--- src/rtl/operand_packer_pkg.sv ---
// rtl/operand_packer_pkg.sv - shared sizing helpers and FSM state type for the operand packer
package operand_pkg;

    function automatic int slots(input int e);
        return 1 << e;
    endfunction

    // A single-slot frame still needs a one-bit slot counter.
    function automatic int cnt_w(input int e);
        return (e == 0) ? 1 : e;
    endfunction

    typedef enum logic {
        FILL = 1'b0,
        HOLD = 1'b1
    } state_t;

endpackage

--- src/rtl/operand_packer_if.sv ---
// rtl/operand_packer_if.sv - operand stream in, packed frame out
interface operand_packer_if
    import operand_pkg::*;
#(
    parameter int EXPONENT   = 4,
    parameter int DATA_WIDTH = 4
);
    localparam int N = slots(EXPONENT);

    logic                           s_valid;
    logic                           s_ready;
    logic [DATA_WIDTH-1:0]          s_data;
    logic                           s_last;
    logic                           m_valid;
    logic                           m_ready;
    logic [N-1:0][DATA_WIDTH-1:0]   m_vector;
    logic [EXPONENT:0]              m_count;

    modport master (
        output s_valid, s_data, s_last, m_ready,
        input  s_ready, m_valid, m_vector, m_count
    );

    modport slave (
        input  s_valid, s_data, s_last, m_ready,
        output s_ready, m_valid, m_vector, m_count
    );
endinterface

--- src/rtl/operand_packer.sv ---
// rtl/operand_packer.sv - packs 2**EXPONENT operands per frame, zero-padding short frames
module operand_packer
    import operand_pkg::*;
#(
    parameter int EXPONENT   = 4,
    parameter int DATA_WIDTH = 4
) (
    input  logic             clk,
    input  logic             rst_n,
    operand_packer_if.slave  bus
);
    localparam int N   = slots(EXPONENT);
    localparam int CW  = cnt_w(EXPONENT);
    localparam int MCW = EXPONENT + 1;

    typedef logic [N-1:0][DATA_WIDTH-1:0] vec_t;

    state_t          state;
    logic [CW-1:0]   cnt;
    vec_t            fill;
    vec_t            fill_next;
    logic            m_valid_q;
    vec_t            m_vector_q;
    logic [MCW-1:0]  m_count_q;
    logic [MCW-1:0]  count_out;
    logic            out_free;
    logic            beat;
    logic            completing;

    assign bus.s_ready  = (state == FILL);
    assign bus.m_valid  = m_valid_q;
    assign bus.m_vector = m_vector_q;
    assign bus.m_count  = m_count_q;

    always_comb begin
        out_free   = !m_valid_q || bus.m_ready;
        beat       = bus.s_valid && (state == FILL);
        completing = beat && ((cnt == CW'(N - 1)) || bus.s_last);
        count_out  = MCW'(cnt) + MCW'(1);
        fill_next  = fill;
        for (int i = 0; i < N; i++) begin
            if (CW'(i) == cnt) begin
                fill_next[i] = bus.s_data;
            end
        end
    end

    always_ff @(posedge clk or negedge rst_n) begin
        if (!rst_n) begin
            state      <= FILL;
            cnt        <= '0;
            fill       <= '0;
            m_valid_q  <= 1'b0;
            m_vector_q <= '0;
            m_count_q  <= '0;
        end else begin
            // Any frame load below overrides this drain in the same edge.
            if (m_valid_q && bus.m_ready) begin
                m_valid_q <= 1'b0;
            end
            case (state)
                FILL: begin
                    if (beat) begin
                        if (completing && out_free) begin
                            m_valid_q  <= 1'b1;
                            m_vector_q <= fill_next;
                            m_count_q  <= count_out;
                            fill       <= '0;
                            cnt        <= '0;
                        end else if (completing) begin
                            fill  <= fill_next;
                            state <= HOLD;
                        end else begin
                            fill <= fill_next;
                            cnt  <= cnt + CW'(1);
                        end
                    end
                end
                HOLD: begin
                    if (out_free) begin
                        m_valid_q  <= 1'b1;
                        m_vector_q <= fill;
                        m_count_q  <= count_out;
                        fill       <= '0;
                        cnt        <= '0;
                        state      <= FILL;
                    end
                end
                default: state <= FILL;
            endcase
        end
    end
endmodule

--- src/flat_wrapper.sv ---
// flat-port wrapper written by rule: the top's interface ports become plain ports
module operand_packer_flat import operand_pkg::*;
#(
    parameter int EXPONENT   = 4,
    parameter int DATA_WIDTH = 4
)
  (clk, rst_n, bus_s_valid, bus_s_data, bus_s_last, bus_m_ready, bus_s_ready, bus_m_valid, bus_m_vector, bus_m_count);
  operand_packer_if #(.EXPONENT(EXPONENT), .DATA_WIDTH(DATA_WIDTH)) bus_i ();
  input  logic clk;
  input  logic rst_n;
  input wire logic [$bits(bus_i.s_valid)-1:0] bus_s_valid;
  input wire logic [$bits(bus_i.s_data)-1:0] bus_s_data;
  input wire logic [$bits(bus_i.s_last)-1:0] bus_s_last;
  input wire logic [$bits(bus_i.m_ready)-1:0] bus_m_ready;
  output wire logic [$bits(bus_i.s_ready)-1:0] bus_s_ready;
  output wire logic [$bits(bus_i.m_valid)-1:0] bus_m_valid;
  output wire logic [$bits(bus_i.m_vector)-1:0] bus_m_vector;
  output wire logic [$bits(bus_i.m_count)-1:0] bus_m_count;
  assign bus_i.s_valid = bus_s_valid;
  assign bus_i.s_data = bus_s_data;
  assign bus_i.s_last = bus_s_last;
  assign bus_i.m_ready = bus_m_ready;
  assign bus_s_ready = bus_i.s_ready;
  assign bus_m_valid = bus_i.m_valid;
  assign bus_m_vector = bus_i.m_vector;
  assign bus_m_count = bus_i.m_count;
  operand_packer #(.EXPONENT(EXPONENT), .DATA_WIDTH(DATA_WIDTH)) u_core (.clk(clk), .rst_n(rst_n), .bus(bus_i));
endmodule
--- config.mk ---
export PLATFORM = sky130hd
export DESIGN_NAME = operand_packer_flat
export DESIGN_NICKNAME = d
export VERILOG_FILES = /design/src/rtl/operand_packer_pkg.sv /design/src/rtl/operand_packer_if.sv /design/src/rtl/operand_packer.sv /design/src/flat_wrapper.sv
export SDC_FILE = /design/constraint.sdc
export NUM_CORES = 1
export LEC_CHECK = 0
export ABC_AREA = 1
export ABC_CLOCK_PERIOD_IN_PS = 2500
export CORE_AREA = 2 2 170 172
export CTS_CLUSTER_DIAMETER = 50
export DETAILED_ROUTE_END_ITERATION = 6
export DIE_AREA = 0 0 172 174
export GPL_TIMING_DRIVEN = 0
export SYNTH_ARGS = -nofsm -noshare
export SYNTH_HDL_FRONTEND = slang
export SYNTH_SLANG_ARGS = --single-unit
--- constraint.sdc ---
create_clock -name clk -period 2.5 [get_ports clk]
set_clock_uncertainty 0.2 [all_clocks]
set_input_delay 0.375 -clock clk [delete_from_list [all_inputs] [get_ports clk]]
set_output_delay 0.375 -clock clk [all_outputs]
set_load 0.1 [all_outputs]
==> impl_metrics.json <==
{
  "rrSetupSlack_ns": 0.31,
  "synth-simple-area-share_pct": 32.0,
  "powerDensity_nw_per_um2": 1270,
  "wl_um": 20900,
  "drv_cap": 0,
  "cts_max_path_buffers": 2,
  "synth_fp_nets": 931,
  "synth_area_um2": 6960,
  "highest_layer": "met4",
  "relSlewSlack_pct": 33.7,
  "pwr-share-clk_pct": 20.6,
  "crit_fanout": 10,
  "critical_path_class": "reg2out",
  "cts_tree": "done",
  "firstDrtPassIters": 5,
  "num_rows": 62,
  "setup_tns_ns": 0,
  "antenna_cells": 0,
  "tightest_slew_ns": 0.998,
  "start_util_pct": 24.7,
  "start_kind": "flip-flop",
  "layout_worst_path_cycle_share_pct": 95.7,
  "power_frac_comb_pct": 49.7,
  "overflow": 0,
  "num_vias": 6321,
  "min_period_ns": 2.39,
  "dp_hpwl_um": 14800,
  "grt_pass1_wl_um": 33900,
  "p_sw_share_pct": 51.5,
  "crit_arrival_ns": 1.82,
  "cp-startpoint": "u_core.state$_DFF_PN0_",
  "wl_per_cell_um": 14.8,
  "clock_latency_ns": 0.43,
  "met2WireLength_um": 9930,
  "synth_compound_area_share_pct": 7.62,
  "finalWeightedCongestion": 0.853,
  "synth_top_family_by_area": "simple AND/OR/NAND/NOR gates",
  "design_area_um2": 8740,
  "met3_length_um": 984,
  "cts_buffers": 17,
  "dp.cells": 1382,
  "grt_pass1_vias": 6237,
  "switchingPower_mw": 5.74,
  "path_clk_slew_ns": 0.06,
  "ant_nets": 0,
  "met1_length_um": 9560,
  "layout.cells.non_filler": 1415,
  "syn_inst": 918,
  "die_h_um": 174,
  "nFillCells": 3071,
  "clock_sinks": 139,
  "syn2layout_area_growth_pct": 25.6,
  "multi_input_area_um2": 2830,
  "ys_types": 22,
  "pre_cts_ws_ns": -0.463,
  "endpoint": "bus_s_ready",
  "avgSynthCellArea_um2": 7.58,
  "drc": 0,
  "dpl_cell_area_um2": 8260,
  "grt_antenna_before_repair": 0,
  "grt_max_degree": 72,
  "cp.required_ns": 1.92,
  "rr_startpoint": "u_core.cnt[0]$_DFFE_PN0P_",
  "yosys.area_share.xor_xnor_pct": 0.252,
  "ios": 80,
  "final_layout_size_suffix_gt1_share_pct": 8.34,
  "synth_fa_ha_area_share_pct": 0.719,
  "yosysWarnings": 0,
  "pwr-share-seq_pct": 29.6,
  "viasPerCell": 4.47,
  "max_freq_ghz": 0.418,
  "fin_nets": 1031,
  "drv_slew": 0,
  "rr_worst_depth": 8,
  "drtIter0Drc": 527,
  "die_w_um": 172,
  "status": "completed",
  "regArea_um2": 3480,
  "core_area_um2": 28200,
  "dieArea_um2": 29900,
  "rr_endpoint": "u_core.fill[54]$_DFFE_PN0P_",
  "ys_seq_area_share_pct": 50.0,
  "hold_viol_final": 0,
  "end_kind": "output port",
  "synthMuxAreaShare_pct": 0,
  "postCtsSetupRepairBufs": 0,
  "cts_root_buf": "clkbuf_16",
  "synth-seq-cells": 139,
  "fin_ws_ns": 0.108,
  "vdd_ir_drop_max_mv": 0.536,
  "htree_levels": 4,
  "grt.total_usage_pct": 14.7,
  "grt_setup_unrepaired": "false",
  "portBuffers": 79,
  "hold_path.class": "reg2reg",
  "leakagePower_nw": 4.89,
  "p_int_mw": 5.40,
  "finalSetupViolations": 0
}
==> kinds of logic (layout without fill, tap and decap cells) <==
kind of cell    Yosys count  after routing
flops                   139            139
buf+inv                 149            262
fa+ha+maj                 4              4
compound gates           90             90
xor+xnor                  2              2
simple gates            534            534
==> layout by cell type, fill, tap and decap left out, drive strengths merged <==
| master | n |
|---|---|
| nand2 | 374 |
| o22ai | 64 |
| nand3 | 141 |
| dlygate4sd3 | 1 |
| clkinvlp | 4 |
| clkinv | 8 |
| dlymetal6s2s | 9 |
| xor2 | 1 |
| a21oi | 5 |
| inv | 95 |
| buf | 48 |
| dlygate4sd2 | 61 |
| o21ai | 21 |
| clkdlybuf4s50 | 7 |
| dfrtp | 139 |
| nand3b | 1 |
| ha | 4 |
| clkbuf | 29 |
| xnor2 | 1 |
| nor2 | 18 |
==> routing by layer <==
| layer | GRT usage, % | vias to the layer above |
|---|---|---|
| li1 | - | 3144 |
| met1 | 19.7 | 2985 |
| met2 | 23.4 | 168 |
| met3 | 2.96 | 24 |
| met4 | 5.29 | 0 |
| met5 | 0 | - |
==> power by group through the flow <==
stage               combinational, mW  sequential [mW]  clock (mW)
floorplan                        1.85             5.81           0
global placement                 5.75             3.34           0
detailed placement               5.79             3.36           0
CTS                              5.58             3.31        2.34
global route                     5.96             3.40        2.45
finish                           5.54             3.30        2.30
==> worst min-delay path by stage <==
stage | from | endpoint | depth (start not counted)
2_1_floorplan | rst_n | u_core.bus.m_count[0]$_DFFE_PN0P_ | 0
3_3_place_gp | u_core.bus.m_vector[58]$_DFFE_PN0P_ | u_core.bus.m_vector[58]$_DFFE_PN0P_ | 2
3_5_place_dp | rst_n | u_core.bus.m_vector[56]$_DFFE_PN0P_ | 1
4_1_cts | u_core.bus.m_vector[32]$_DFFE_PN0P_ | u_core.bus.m_vector[32]$_DFFE_PN0P_ | 2
5_1_grt | u_core.bus.m_vector[26]$_DFFE_PN0P_ | u_core.bus.m_vector[26]$_DFFE_PN0P_ | 2
6_report | u_core.bus.m_vector[52]$_DFFE_PN0P_ | u_core.bus.m_vector[52]$_DFFE_PN0P_ | 2
==> critical path, stage by stage, from the launching register on <==
cell      delay [ns]
dfrtp_1         0.42
inv_2           0.11
buf_2           0.24
clkbuf_2        0.27
buf_4           0.33
==> cells in the mapped netlist, drive strengths merged <==
| library cell | number | area, um2 |
|---|---|---|
| a21oi | 5 | 25.0 |
| buf | 45 | 268 |
| nand3b | 1 | 7.51 |
| dfrtp | 139 | 3480 |
| nand2 | 374 | 1420 |
| xnor2 | 1 | 8.76 |
| nor2 | 18 | 67.6 |
| o22ai | 64 | 400 |
| o21ai | 21 | 105 |
| clkbuf | 11 | 41.3 |
| xor2 | 1 | 8.76 |
| nand3 | 141 | 736 |
| inv | 93 | 349 |
| ha | 4 | 50.1 |
==> layout make-up <==
class,instances,area share [%]
Tap cell,384,5.49
Sequential cell,139,39.8
Multi-Input combinational cell,630,32.3
Clock inverter,14,1.13
Inverter,93,3.99
Timing Repair Buffer,81,8.84
Buffer,56,3.55
Clock buffer,18,4.91
==> per-stage QoR <==
step / hold WS, ns / total power [mW] / util (%)
4_1_cts: 0.308 / 11.2 / 30.9
6_report: 0.302 / 11.1 / 31.0
5_1_grt: 0.328 / 11.8 / 31.0
3_3_place_gp: 0.294 / 9.09 / 29.2
2_1_floorplan: -0.121 / 7.66 / -
3_5_place_dp: 0.251 / 9.15 / 29.3
==> repair_timing <==
action | CTS | global route
hold buffers | 1 | 0
endpoints found under the hold margin | 70 | 0
pin swaps | 0 | 0
setup endpoints to repair | 62 | 9
resized for setup | 68 | 9
==> registers in the layout (all words and copies together) (netlist names) <==
signal and cells:
u_core.state 1, u_core.bus.m_valid 1, u_core.cnt 4, u_core.bus.m_vector 64, u_core.bus.m_count 5, u_core.fill 64
Note: power is estimated with default switching activity, not from simulation.
